[src/rtl/ctrl_pipe_if.sv]
// Bundle between the hazard unit / decode side (master) and the control pipe (slave).
// Carries the decoded word in, stall/flush vectors in, and per-stage words, valids and holds out.
interface ctrl_pipe_if #(
  parameter int W      = 20,
  parameter int NSTAGE = 3
);
  logic [W-1:0]        ctrl_d;
  logic                valid_d;
  logic [NSTAGE-1:0]   stall_i;
  logic [NSTAGE-1:0]   flush_i;
  logic [NSTAGE*W-1:0] ctrl_o;
  logic [NSTAGE-1:0]   valid_o;
  logic [NSTAGE-1:0]   hold_o;
  logic                stall_d_o;
  logic                mc_busy;

  modport master (
    output ctrl_d, valid_d, stall_i, flush_i,
    input  ctrl_o, valid_o, hold_o, stall_d_o, mc_busy
  );

  modport slave (
    input  ctrl_d, valid_d, stall_i, flush_i,
    output ctrl_o, valid_o, hold_o, stall_d_o, mc_busy
  );
endinterface

[src/rtl/ctrl_pipe.sv]
// Control-word pipeline E..W with per-stage valid, flush > hold > advance, bubble insertion
// and a multi-cycle hold on stage 0. Define CTRL_PIPE_PERF_EN to add retire/bubble counters.
module ctrl_pipe #(
  parameter int W      = 20,
  parameter int NSTAGE = 3,
  parameter int MC_BIT = 0,
  parameter int MC_LAT = 4,
  parameter int CW     = 8
) (
  input  logic        clk,
  input  logic        rst,
  ctrl_pipe_if.slave  bus
`ifdef CTRL_PIPE_PERF_EN
  ,
  output logic [31:0] perf_retire,
  output logic [31:0] perf_bubble
`endif
);

  logic [NSTAGE-1:0][W-1:0] w_ctrl;
  logic [NSTAGE-1:0]        w_valid;
  logic [NSTAGE-1:0]        w_hold;
  logic [CW-1:0]            r_cnt;
  logic                     w_mc_busy;

  assign w_mc_busy = (r_cnt != '0);

  genvar gi;
  generate
    for (gi = 0; gi < NSTAGE; gi++) begin : g_stage
      logic [W-1:0] r_ctrl;
      logic         r_valid;
      logic [W-1:0] w_up_ctrl;
      logic         w_up_valid;
      logic         w_up_hold;

      // Hold ripples upstream from the last stage; stage 0 also waits on the multi-cycle counter.
      if (gi == NSTAGE - 1) begin : g_hold_last
        assign w_hold[gi] = bus.stall_i[gi];
      end else if (gi == 0) begin : g_hold_first
        assign w_hold[gi] = bus.stall_i[gi] | w_hold[gi+1] | w_mc_busy;
      end else begin : g_hold_mid
        assign w_hold[gi] = bus.stall_i[gi] | w_hold[gi+1];
      end

      if (gi == 0) begin : g_src_decode
        assign w_up_ctrl  = bus.ctrl_d;
        assign w_up_valid = bus.valid_d;
        assign w_up_hold  = 1'b0;
      end else begin : g_src_stage
        assign w_up_ctrl  = w_ctrl[gi-1];
        assign w_up_valid = w_valid[gi-1];
        assign w_up_hold  = w_hold[gi-1];
      end

      always_ff @(posedge clk) begin
        if (rst || bus.flush_i[gi]) begin
          r_ctrl  <= '0;
          r_valid <= 1'b0;
        end else if (!w_hold[gi]) begin
          // A frozen upstream stage must not be copied, or its word would appear twice.
          if (w_up_hold) begin
            r_ctrl  <= '0;
            r_valid <= 1'b0;
          end else begin
            r_ctrl  <= w_up_ctrl;
            r_valid <= w_up_valid;
          end
        end
      end

      assign w_ctrl[gi]  = r_ctrl;
      assign w_valid[gi] = r_valid;
    end
  endgenerate

  // Counter runs regardless of external stalls so they overlap the op latency.
  always_ff @(posedge clk) begin
    if (rst || bus.flush_i[0]) begin
      r_cnt <= '0;
    end else if (!w_hold[0] && bus.valid_d && bus.ctrl_d[MC_BIT]) begin
      r_cnt <= CW'(MC_LAT - 1);
    end else if (w_mc_busy) begin
      r_cnt <= r_cnt - 1'b1;
    end
  end

  assign bus.ctrl_o    = w_ctrl;
  assign bus.valid_o   = w_valid;
  assign bus.hold_o    = w_hold;
  assign bus.stall_d_o = w_hold[0];
  assign bus.mc_busy   = w_mc_busy;

`ifdef CTRL_PIPE_PERF_EN
  logic [31:0] r_perf_retire;
  logic [31:0] r_perf_bubble;

  always_ff @(posedge clk) begin
    if (rst) begin
      r_perf_retire <= '0;
      r_perf_bubble <= '0;
    end else begin
      if (w_valid[NSTAGE-1] && !w_hold[NSTAGE-1]) begin
        r_perf_retire <= r_perf_retire + 32'd1;
      end
      if (!w_valid[0]) begin
        r_perf_bubble <= r_perf_bubble + 32'd1;
      end
    end
  end

  assign perf_retire = r_perf_retire;
  assign perf_bubble = r_perf_bubble;
`endif

endmodule

[src/flat_wrapper.sv]
// flat-port wrapper written by rule: the top's interface ports become plain ports
module ctrl_pipe_flat 
#(
  parameter int W      = 20,
  parameter int NSTAGE = 3,
  parameter int MC_BIT = 0,
  parameter int MC_LAT = 4,
  parameter int CW     = 8
)
  (clk, rst, bus_ctrl_d, bus_valid_d, bus_stall_i, bus_flush_i, bus_ctrl_o, bus_valid_o, bus_hold_o, bus_stall_d_o, bus_mc_busy);
  ctrl_pipe_if #(.W(W), .NSTAGE(NSTAGE)) bus_i ();
  input  logic clk;
  input  logic rst;
  input wire logic [$bits(bus_i.ctrl_d)-1:0] bus_ctrl_d;
  input wire logic [$bits(bus_i.valid_d)-1:0] bus_valid_d;
  input wire logic [$bits(bus_i.stall_i)-1:0] bus_stall_i;
  input wire logic [$bits(bus_i.flush_i)-1:0] bus_flush_i;
  output wire logic [$bits(bus_i.ctrl_o)-1:0] bus_ctrl_o;
  output wire logic [$bits(bus_i.valid_o)-1:0] bus_valid_o;
  output wire logic [$bits(bus_i.hold_o)-1:0] bus_hold_o;
  output wire logic [$bits(bus_i.stall_d_o)-1:0] bus_stall_d_o;
  output wire logic [$bits(bus_i.mc_busy)-1:0] bus_mc_busy;
  assign bus_i.ctrl_d = bus_ctrl_d;
  assign bus_i.valid_d = bus_valid_d;
  assign bus_i.stall_i = bus_stall_i;
  assign bus_i.flush_i = bus_flush_i;
  assign bus_ctrl_o = bus_i.ctrl_o;
  assign bus_valid_o = bus_i.valid_o;
  assign bus_hold_o = bus_i.hold_o;
  assign bus_stall_d_o = bus_i.stall_d_o;
  assign bus_mc_busy = bus_i.mc_busy;
  ctrl_pipe #(.W(W), .NSTAGE(NSTAGE), .MC_BIT(MC_BIT), .MC_LAT(MC_LAT), .CW(CW)) u_core (.clk(clk), .rst(rst), .bus(bus_i));
endmodule
[config.mk]
export PLATFORM = sky130hd
export DESIGN_NAME = ctrl_pipe_flat
export DESIGN_NICKNAME = d
export VERILOG_FILES = /design/src/rtl/ctrl_pipe_if.sv /design/src/rtl/ctrl_pipe.sv /design/src/flat_wrapper.sv
export SDC_FILE = /design/constraint.sdc
export NUM_CORES = 1
export LEC_CHECK = 0
export ABC_AREA = 1
export BUFFER_PORTS_ARGS = -buffer_cell sky130_fd_sc_hd__buf_2
export CAP_MARGIN = 20
export CORE_MARGIN = 3
export CORE_UTILIZATION = 30
export CTS_BUF_LIST = sky130_fd_sc_hd__clkbuf_16
export DETAILED_ROUTE_END_ITERATION = 10
export HOLD_SLACK_MARGIN = 0.06
export PLACE_DENSITY_LB_ADDON = 0.25
export RECOVER_POWER = 25
export SLEW_MARGIN = 20
export SYNTH_ARGS = -nofsm -noshare
export SYNTH_HDL_FRONTEND = slang
export SYNTH_SLANG_ARGS = --single-unit
export TNS_END_PERCENT = 1
[constraint.sdc]
create_clock -name clk -period 4.3 [get_ports clk]
set_input_delay 0.645 -clock clk [delete_from_list [all_inputs] [get_ports clk]]
set_output_delay 0.645 -clock clk [all_outputs]
set_load 0.01 [all_outputs]
# Word level (Yosys, flattened, before mapping)
# Index checks and enable logic that the tools add are counted.
# Widths: inputs -> output; s select.
# word_totals
ff_bits	71
elab_cells	27
# classes
bitwise_logic	3
n_addsub	1
n_mux	6
reduce_logical	9
# ops
operator	n
$mux 20	2
$reduce_bool 8->1	1
$sub 8x1->8 const B	1
$mux 2	2
$logic_or 1x1->1	3
$or 1x1->1	3
$logic_and 1x1->1	2
$mux 1	2
$reduce_bool 2->1	1
$reduce_or 2->1	1
$logic_not 1->1	1

# Depth between registers and ports, before layout
# Gate-level depths: netlist (run 1).
# logic_depth
depth_word	7
ltp_mapped	8

# Worst setup path after synthesis (run 1)
# No wires, ideal clock.
# synth_path
kind	input port to output port
start	in bus_stall_i[1]
end	out bus_hold_o[0]
stages	6
arrival_time_ps	1363
required_time_ps	3655
setup_slack_ps	2292
cell_sequence	inv_1 nand2_2 nor2_4 nand2_1 buf_2 buf_4
# synth_via
elab_chain_cells	3
# synth_lines
item	line	source
from (decl)	flat_wrapper.sv:16	input wire logic [$bits(bus_i.stall_i)-1:0] bus_stall_i;
$or 1x1->1	ctrl_pipe.sv:43	assign w_hold[gi] = bus.stall_i[gi] | w_hold[gi+1];
$or 1x1->1 (2 in series)	ctrl_pipe.sv:41	assign w_hold[gi] = bus.stall_i[gi] | w_hold[gi+1] | w_mc_busy;
to (decl)	flat_wrapper.sv:20	output wire logic [$bits(bus_i.hold_o)-1:0] bus_hold_o;
# Every way passes these cells.

# Worst setup path after layout (run 1)
# layout_path
start	in bus_stall_i[2]
end	out bus_hold_o[0]
# Same word-level chain as after synthesis.

==> flow_summary_export.csv, run 1 <==
group,metric,value,unit
die,die_area,11100,sq um
route,wl_per_cell,13.3,um
setup_path,cp_top_family,"simple AND/OR/NAND/NOR gates",
cells_and_area,n_antenna_cell,0,
clock_tree,post_cts_buffers,0,
placed_design,postPlaceCellArea,3420,sq um
die,die-width,105,um
clock_tree,cts_buffer_depth,2,
global_routing,grt_max_degree,48,
die,rows,35,
timing,rsz0062_at_grt,"false",
timing,timing.final.ws_setup,1.38,ns
placed_design,dpl.hpwl,5.36,mm
pwr,p_per_area,628,nW/um^2
synthesis,ys_ff_latch,71,
timing,finalHoldViolations,0,
setup_path,rr_startpoint,"u_core.r_cnt[0]$_SDFFE_PP0P_",
synthesis,synth.distinct_cells,22,
timing,setup-violations-final,0,
timing,tightest_slew,0.870,ns
setup_path,critPathArrivalTime,2.27,ns
hold_path,hold_end,"u_core.g_stage[2].r_ctrl[1]$_SDFFE_PP0N_",
hold_path,min_from,"u_core.g_stage[2].r_ctrl[1]$_SDFFE_PP0N_",
setup_path,r2r_setup_slack,2.44,ns
clock_tree,clockRootBuffer,"clkbuf_16",
setup_path,path_buf_inv,3,
synthesis,yosysSeqAreaShare,48.2,%
clock_tree,clkTransAtPathRegs,0.06,ns
synthesis,synthesis.area,2950,sq um
route,ant_nets,0,
setup_path,crit_top_cell,"buf_2",
hold_path,min_path_cells,2,
setup_path,path_max_fanout,24,
cells_and_area,drive_gt1_share,31.0,%
synthesis,syn_inst,344,
pwr,total_leakage_power,1.30,nW
synthesis,avgSynthCellArea,8.58,sq um
setup_path,end_kind,"primary output",
placed_design,globalplace.congestion,0.788,
placed_design,place_ws,1.37,ns
cells_and_area,final-instance-count-excl-fill,558,
route,vias,2494,
die,core_area,9420,sq um
global_routing,grtUsageMet3,4.45,%
global_routing,met1_usage,18.1,%
global_routing,grt-ovfl-total,0,
run,cap_violations,0,
clock_tree,cts_hold_buffers,0,
timing,drv_slew,0,
cells_and_area,fillCellCount,989,
hold_path,hold_path.class,"flop to flop",
global_routing,antenna_found_initial,0,
timing,min_period,2.92,ns
clock_tree,cts_tree,"done",
clock_tree,cts_sinks,71,
setup_path,cp-start-kind,"primary input",
timing,final.setup.tns,0,ns
route,drt_wl_total,7.44,mm
setup_path,reg2regPathDepth,7,
global_routing,grt_first_pass_wirelength,12.0,mm
timing,slew_headroom,41.9,%
cells_and_area,mostFrequentLayoutCells,"nand2_1 (93), dfxtp_1 (71), buf_2 (62)",
cells_and_area,area_growth,24.6,%
route,drt_iter0_drc,189,
route,dr.pass1.iters,4,
setup_path,critical_path.cell_chain,"buf_2 -> inv_2 -> nand2_2 -> nor2_4 -> nand2_1 -> buf_2",
clock_tree,numCtsBuffers,9,
cells_and_area,fin_area,3680,sq um
placed_design,dp_cells,542,
cells_and_area,final_common_cell,"nand2_1",
die,initial_core_util,31.3,%
setup_path,cp_slowest_stage_delay,0.55,ns
route,drc,0,
synthesis,synth_warnings,0,
clock_tree,clk_latency,0.33,ns
timing,fin_skew,0.00581,ns
synthesis,syn_nets,375,
route,vias_per_cell,4.47,
pwr,vdd_drop_max,0.592,mV
setup_path,criticalPathCategory,"primary input to primary output",
global_routing,grtUsageMet2,20.9,%
run_status,status,"finished, final reports clean",
setup_path,reg2reg_to,"u_core.r_cnt[1]$_SDFFE_PP0P_",
clock_tree,h-tree-depth,3,
placed_design,port_buffers,96,
die,die_h,105,um
die,pin_count,97,
timing,max_freq,343,MHz
setup_path,cpMaxStageDelayCell,"nand2_1",
setup_path,cp.required,3.65,ns
global_routing,track_usage,13.5,%
clock_tree,cts_resized,0,
global_routing,busiest_layer,"met2",
cells_and_area,final_net_count,455,
timing,finalCritPeriodShare,67.8,%
global_routing,grt_pass1_vias,2264,
timing,worst_hold_slack,0.460,ns
-- layer usage --
metal  up-vias  share of wire (%)
met4         0               0.75
met2        59                 46
li1       1292                  -
met3         6                5.3
met5         -                  0
met1      1137                 48
-- state kept, by name, summed over array words and instances (netlist names) --
signal,count
u_core.g_stage.r_ctrl,60
u_core.r_cnt,8
u_core.g_stage.r_valid,3
-- area by class of cell --
class                           instances  area, sq um  area share, %
Multi-Input combinational cell        233         1300           35.5
Timing Repair Buffer                   98          453           12.3
Sequential cell                        71         1420           38.7
Inverter                               11         41.3           1.12
Clock inverter                          7         71.3           1.94
Clock buffer                            9          225           6.12
Tap cell                              129          161           4.39
-- worst register-to-register path: stages (launching register included) --
cell	delay (ns)
dfxtp_1	0.31
inv_1	0.13
ha_1	0.16
nand2_1	0.11
nor2_4	0.13
buf_4	0.51
nand4_1	0.24
a21oi_1	0.18
-- synthesized netlist by cell type --
cell type / instances / area share [%]
nand2_1: 93 / 12
dfxtp_1: 71 / 48
a21oi_1: 49 / 8.3
nand3_2: 29 / 9.8
a21oi_2: 16 / 4.7
nand3_1: 15 / 2.5
clkbuf_1: 12 / 1.5
nor2_1: 12 / 1.5
inv_1: 9 / 1.1
buf_4: 7 / 1.8
buf_2: 6 / 1.0
xnor2_1: 4 / 1.2
buf_8: 3 / 1.5
nor2_4: 3 / 1.1
ha_1: 2 / 0.85
inv_2: 2 / 0.25
nand2_2: 2 / 0.42
nand4_1: 2 / 0.42
o21ai_0: 2 / 0.34
or2_2: 2 / 0.42
xor2_1: 2 / 0.59
buf_6: 1 / 0.38
-- per-stage QoR --
| step | utilization, % | total power [mW] |
|---|---|---|
| 2_1_floorplan | - | 1.62 |
| 3_3_place_gp | 36.4 | 1.59 |
| 3_5_place_dp | 36.4 | 1.59 |
| 4_1_cts | 39.5 | 2.33 |
| 5_1_grt | 39.1 | 2.45 |
| 6_report | 39.1 | 2.31 |
-- kinds of logic after synthesis --
| family | share of synthesized area (%) |
|---|---|
| flip-flops | 48.2 |
| AND/OR/NAND/NOR | 28.2 |
| adder cells (fa/ha/maj) | 0.848 |
| buffers and inverters | 7.63 |
| AO/OA/AOI/OAI | 13.4 |
| XOR/XNOR | 1.78 |
-- how the worst max path moves through the flow --
stage	start	end	slack, ns	depth (start not counted)
after global routing	bus_stall_i[2]	bus_stall_d_o	1.23	6
final	bus_stall_i[2]	bus_hold_o[0]	1.38	6
after CTS	bus_stall_i[2]	bus_stall_d_o	1.37	6
after global placement	bus_stall_i[2]	bus_hold_o[0]	1.36	6
after floorplan	bus_stall_i[1]	bus_hold_o[0]	2.29	6
after detailed placement	bus_stall_i[2]	bus_stall_d_o	1.37	6
-- power breakdown --
group | switching [mW] | total (mW) | internal, mW
clock | 0.285 | 0.733 | 0.449
sequential | 0.0418 | 0.746 | 0.705
combinational | 0.574 | 0.829 | 0.255
(Power assumes the default switching activity.)
==> run 2: changes to the inputs <==
--- a/config.mk
+++ b/config.mk
@@ -5,7 +5,7 @@
 export SDC_FILE = /design/constraint.sdc
 export NUM_CORES = 1
 export LEC_CHECK = 0
-export ABC_AREA = 1
+export ABC_AREA = 0
 export BUFFER_PORTS_ARGS = -buffer_cell sky130_fd_sc_hd__buf_2
 export CAP_MARGIN = 20
 export CORE_MARGIN = 3
==> constraint.sdc (replaced) <==
create_clock -name clk -period 2.5 [get_ports clk]
set_input_delay 0.375 -clock clk [delete_from_list [all_inputs] [get_ports clk]]
set_output_delay 0.375 -clock clk [all_outputs]
set_load 0.01 [all_outputs]
==> flow_summary_export.csv, run 2 <==
group,metric,value,unit
timing,rsz0062_at_grt,"false",
synthesis,syn_inst,275,
route,ant_nets,0,
pwr,total_leakage_power,1.43,nW
cells_and_area,reg_top3,"u_core.g_stage.r_ctrl: 60 flops, u_core.r_cnt: 8 flops, u_core.g_stage.r_valid: 3 flops",
clock_tree,cts_tree,"done",
route,wl_per_cell,16.8,um
synthesis,avgSynthCellArea,9.73,sq um
timing,tightest_slew,1.06,ns
synthesis,synth_most_common_cell,"dfxtp_1",
setup_path,cp.required,2.12,ns
cells_and_area,final_net_count,389,
die,die_h,100,um
global_routing,track_usage,15.6,%
timing,fin_skew,0.00592,ns
synthesis,synthesis.area,2680,sq um
synthesis,synth_area_leaders,"dfxtp_1 (53%), a22o_1 (6.9%), o31ai_1 (6.5%), a22oi_1 (5.9%), nand4_1 (4.9%)",
timing,setup-violations-final,0,
pwr,total_power,3.86,mW
synthesis,yosys.area.top_type,"dfxtp_1",
synthesis,synth_common_cells,"dfxtp_1 (71), a21oi_1 (26), clkbuf_1 (25), nor2_1 (24), o31ai_1 (23)",
route,drt_iter0_drc,115,
synthesis,synthArstFlopShare,0,%
die,die-width,100,um
clock_tree,clkTransAtPathRegs,0.06,ns
setup_path,end_kind,"primary output",
clock_tree,cts_sinks,71,
clock_tree,clk_latency,0.33,ns
clock_tree,h-tree-depth,3,
route,drc,0,
placed_design,globalplace.congestion,0.826,
cells_and_area,multi_input_area,1120,sq um
die,core_area,8420,sq um
placed_design,port_buffers,96,
clock_tree,cts_buffer_depth,2,
die,rows,33,
setup_path,rr_startpoint,"u_core.r_cnt[0]$_SDFFE_PP0P_",
placed_design,dpl.hpwl,5.62,mm
clock_tree,clockRootBuffer,"clkbuf_16",
synthesis,syn_nets,306,
cells_and_area,area_growth,31.6,%
route,vias_per_cell,5.25,
route,vias,2458,
synthesis,synth_edf_count,0,
route,drt_wl_total,7.88,mm
timing,min_period,2.26,ns
hold_path,min_from,"bus_ctrl_d[15]",
cells_and_area,n_antenna_cell,0,
run,cap_violations,0,
timing,worst_hold_slack,0.305,ns
timing,finalHoldViolations,0,
timing,max_freq,443,MHz
hold_path,hold_path.class,"primary input to flop",
die,initial_core_util,31.8,%
cells_and_area,mostFrequentLayoutCells,"buf_2 (82), dfxtp_1 (71), a21oi_1 (26)",
global_routing,grt_first_pass_wirelength,12.4,mm
setup_path,cp-start-kind,"flop",
cells_and_area,largest_register_ffs,60,
synthesis,synth_warnings,0,
cells_and_area,regMostFlops,"u_core.g_stage.r_ctrl",
global_routing,grt_pass1_vias,2291,
synthesis,synth.top_cell.area_share,53.1,%
global_routing,grt_max_degree,30,
cells_and_area,drive_gt1_share,31.4,%
die,die_area,10100,sq um
die,pin_count,97,
route,dr.pass1.iters,4,
run_status,status,"finished, final reports clean",
timing,drv_slew,0,
cells_and_area,regArea,1420,sq um
cells_and_area,fillCellCount,863,
timing,finalCritPeriodShare,90.3,%
pwr,vdd_drop_max,0.795,mV
global_routing,antenna_found_initial,0,
clock_tree,numCtsBuffers,9,
setup_path,crit_start,"u_core.r_cnt[0]$_SDFFE_PP0P_",
setup_path,criticalPathCategory,"flop to primary output",
timing,slew_headroom,29.6,%
synthesis,synth.distinct_cells,30,
global_routing,grt-ovfl-total,0,
cells_and_area,final_common_cell,"buf_2",
timing,final.setup.tns,0,ns
setup_path,critPathArrivalTime,1.88,ns
synthesis,ys_ff_latch,71,
clock_tree,post_cts_buffers,0,
synthesis,yosysSeqAreaShare,53.1,%
setup_path,path_max_fanout,12,
synthesis,synthFlopType,"dfxtp_1",
pwr,p_per_area,1100,nW/um^2
run 2: cell types whose count changed in the layout (fill, tap and decap cells not counted), moves of 21 or more:
cell	change
nand2_1	-92
nand3_2	-29
a21oi_1	-23
o31ai_1	+23
a22o_1	+21
a22oi_1	+21
run 2: through the flow:
| step | util, % | std cells | setup WS [ns] | area [sq um] |
|---|---|---|---|---|
| 3_3_place_gp | 38.3 | 452 | 0.483 | 3230 |
| 3_5_place_dp | 38.4 | 452 | 0.436 | 3240 |
| 6_report | 41.8 | 468 | 0.241 | 3520 |
| 2_1_floorplan | - | 275 | 0.527 | 2680 |
| 4_1_cts | 42.0 | 468 | 0.0672 | 3540 |
| 5_1_grt | 41.8 | 468 | 0.123 | 3520 |
run 2: worst paths after layout:
check	slack, ns	endpoint	depth (start not counted)
worst max-delay path	0.24	bus_stall_d_o	6
worst min register to register	0.49	u_core.g_stage[0].r_ctrl[9]$_SDFFE_PP0N_	2
worst max register to register	0.62	u_core.g_stage[0].r_ctrl[14]$_SDFFE_PP0N_	6
worst min-delay path	0.30	u_core.g_stage[0].r_ctrl[15]$_SDFFE_PP0N_	3
run 2: timing repair:
action | in CTS | in global routing
hold buffers | 0 | 0
hold endpoints to repair | 0 | 0
gates resized for setup | 0 | 2
endpoints found under the setup margin | 0 | 3
run 2: cell families (layout without fill, tap and decap cells):
logic type	after synthesis	count (layout)	share of synthesized area, %
buffers and inverters	38	126	6.27
flip-flops	71	71	53.1
AND/OR/NAND/NOR	64	64	13.1
XOR/XNOR	1	1	0.327
AO/OA/AOI/OAI	99	99	26.2
adder cells (fa/ha/maj)	2	2	0.935
run 2: per-layer routing:
layer / up-vias / track usage, % / wire [um]
met1: 1180 / 20.1 / 3570
met5: - / 0 / 0
met2: 56 / 25.9 / 3840
li1: 1213 / - / -
met3: 9 / 3.54 / 367
met4: 0 / 5.28 / 93
run 2: cell type report:
type                    instances  share of cell area [%]
clock inverters                 7                    2.13
repair buffers                105                    15.0
clock buffers                   9                    6.40
well taps                     105                    3.73
inverters                       5                   0.533
flip-flops and latches         71                    40.4
multi-input cells             166                    31.9
run 2: report_power, final:
part / switching (mW) / total, mW / internal, mW
clock: 0.483 / 1.26 / 0.773
sequential: 0.104 / 1.30 / 1.20
combinational: 0.869 / 1.30 / 0.435
total: 1.46 / 3.86 / 2.41
run 2: critical path, cell delays in order, from the launching register on:
cell,delay [ns]
dfxtp_1,0.34
inv_1,0.12
ha_1,0.19
or3b_4,0.47
nor2_2,0.18
nand2_1,0.10
buf_2,0.15
==> run 3: changes to the inputs <==
--- a/config.mk
+++ b/config.mk
@@ -9,7 +9,7 @@
 export BUFFER_PORTS_ARGS = -buffer_cell sky130_fd_sc_hd__buf_2
 export CAP_MARGIN = 20
 export CORE_MARGIN = 3
-export CORE_UTILIZATION = 30
+export CORE_UTILIZATION = 44
 export CTS_BUF_LIST = sky130_fd_sc_hd__clkbuf_16
 export DETAILED_ROUTE_END_ITERATION = 10
 export HOLD_SLACK_MARGIN = 0.06
==> flow_summary_export.csv, run 3 (synthesis results as in run 2) <==
group,metric,value,unit
pwr,swShare,38.4,%
placed_design,place_ws,0.556,ns
cells_and_area,mostFrequentLayoutCells,"buf_2 (74), dfxtp_1 (71), a21oi_1 (26)",
pwr,power.internal,2.29,mW
timing,setup-violations-final,0,
cells_and_area,largest_register_ffs,60,
setup_path,critical_path.cell_chain,"inv_1 -> ha_1 -> or3b_2 -> nor2_2 -> nand2_1 -> buf_2",
timing,finalHoldViolations,0,
pwr,pwr-share-clk,30.1,%
global_routing,grt_max_degree,30,
route,drt_iter0_drc,136,
route,vias_per_cell,5.78,
route,drt_wl_total,7.17,mm
cells_and_area,final_net_count,391,
clock_tree,post_cts_buffers,0,
setup_path,reg2regPathDepth,6,
placed_design,globalplace.congestion,0.794,
route,drc,0,
die,pin_count,97,
setup_path,reg2reg_to,"u_core.g_stage[0].r_ctrl[14]$_SDFFE_PP0N_",
clock_tree,h-tree-depth,3,
timing,fin_skew,0.00720,ns
die,core_area,5710,sq um
die,die_area,7050,sq um
clock_tree,cts_buffer_depth,2,
global_routing,grt-ovfl-total,0,
setup_path,cpMaxStageDelayCell,"or3b_2",
die,rows,27,
hold_path,hold_end,"u_core.g_stage[0].r_ctrl[4]$_SDFFE_PP0N_",
pwr,comb_power_share,35.1,%
global_routing,track_usage,20.2,%
clock_tree,cts_sinks,71,
setup_path,r2r_setup_slack,0.58,ns
clock_tree,cts_hold_buffers,0,
route,wl_per_cell,16.4,um
cells_and_area,drive_gt1_share,29.7,%
timing,rsz0062_at_grt,"false",
pwr,p_switching,1.43,mW
die,die-width,84.0,um
global_routing,grt_first_pass_wirelength,11.7,mm
timing,slew_headroom,31.1,%
clock_tree,clkTransAtPathRegs,0.05,ns
setup_path,cp_slowest_stage_delay,0.49,ns
cells_and_area,final_common_cell,"buf_2",
clock_tree,cts_tree,"done",
route,ant_nets,0,
cells_and_area,reg_top3,"u_core.g_stage.r_ctrl: 60 flops, u_core.r_cnt: 8 flops, u_core.g_stage.r_valid: 3 flops",
hold_path,min_from,"bus_ctrl_d[4]",
placed_design,port_buffers,96,
placed_design,dpl.hpwl,5.08,mm
clock_tree,clockRootBuffer,"clkbuf_16",
setup_path,end_kind,"primary output",
cells_and_area,n_antenna_cell,0,
setup_path,criticalPathCategory,"flop to primary output",
die,initial_core_util,46.9,%
cells_and_area,area_growth,28.6,%
route,vias,2519,
pwr,total_power,3.72,mW
pwr,p_per_area,1080,nW/um^2
setup_path,cp-start-kind,"flop",
pwr,vdd_drop_max,1.15,mV
timing,min_period,2.27,ns
die,die_h,84.0,um
global_routing,antenna_found_initial,0,
placed_design,dp_cells,421,
timing,tightest_slew,1.03,ns
clock_tree,clk_latency,0.32,ns
global_routing,grt_pass1_vias,2325,
clock_tree,numCtsBuffers,9,
cells_and_area,regMostFlops,"u_core.g_stage.r_ctrl",
run_status,status,"finished, final reports clean",
setup_path,critPathArrivalTime,1.89,ns
timing,drv_slew,0,
cells_and_area,final-instance-count-excl-fill,436,
timing,final.setup.tns,0,ns
hold_path,hold_path.class,"primary input to flop",
timing,finalCritPeriodShare,90.6,%
setup_path,path_max_fanout,5,
setup_path,rr_startpoint,"u_core.r_cnt[0]$_SDFFE_PP0P_",
pwr,p_seq_share,34.8,%
clock_tree,cts_resized,0,
route,dr.pass1.iters,7,
pwr,total_leakage_power,1.39,nW
hold_path,min_path_cells,3,
setup_path,cp.required,2.12,ns
run,cap_violations,0,
timing,timing.final.ws_setup,0.234,ns
timing,max_freq,441,MHz
## run 3: cell types whose count changed in the layout (fill, tap and decap cells not counted), sizes merged
| cell | change |
|---|---|
| clkbuf | +7 |
| bufinv | -1 |
| clkinv | +1 |
| inv | -1 |
| buf | -5 |
## run 3: worst max path at each step
stage          slack [ns]                          from                                        end
6_report             0.23  u_core.r_cnt[0]$_SDFFE_PP0P_                              bus_stall_d_o
5_1_grt              0.10  u_core.r_cnt[0]$_SDFFE_PP0P_                              bus_stall_d_o
4_1_cts              0.23  u_core.r_cnt[0]$_SDFFE_PP0P_                              bus_stall_d_o
3_5_place_dp         0.56                bus_stall_i[2]  u_core.g_stage[0].r_ctrl[14]$_SDFFE_PP0N_
3_3_place_gp         0.40                bus_stall_i[2]  u_core.g_stage[1].r_ctrl[18]$_SDFFE_PP0N_
2_1_floorplan        0.53  u_core.r_cnt[0]$_SDFFE_PP0P_                              bus_hold_o[0]
## run 3: layer usage
metal	GRT usage (%)	up-vias	part of all wire, %
li1	-	1214	-
met1	26.9	1226	44
met2	32.5	75	50
met3	5.03	4	6.2
met4	5.99	0	0.43
met5	0	-	0
## run 3: final cells by class
cell class              count  area [sq um]
well taps                  72          90.1
flip-flops and latches     71          1420
multi-input cells         166          1110
fillers                   530          2270
clock buffers               9           225
inverters                   5          18.8
repair buffers            107           536
clock inverters             6          38.8
## run 3: metrics by stage
step / utilization (%) / area (sq um) / hold WS, ns
5_1_grt: 60.2 / 3440 / 0.297
4_1_cts: 60.7 / 3470 / 0.299
3_5_place_dp: 56.1 / 3200 / 0.479
3_3_place_gp: 56.0 / 3200 / 0.468
6_report: 60.2 / 3440 / 0.307
2_1_floorplan: - / 2680 / 0.461
## run 3: critical path: cells and delay by family (launching register included)
kind | cells | cell delay (ns)
AND/OR/NAND/NOR | 3 | 0.74
flip-flops | 1 | 0.34
buffers and inverters | 2 | 0.29
adder cells (fa/ha/maj) | 1 | 0.21
## run 3: power by group through the flow
stage / clock (mW) / sequential [mW] / combinational, mW
floorplan: 0 / 1.29 / 0.876
CTS: 1.14 / 1.29 / 1.29
detailed placement: 0 / 1.32 / 1.28
finish: 1.12 / 1.29 / 1.31
global placement: 0 / 1.31 / 1.28
global route: 1.20 / 1.31 / 1.43
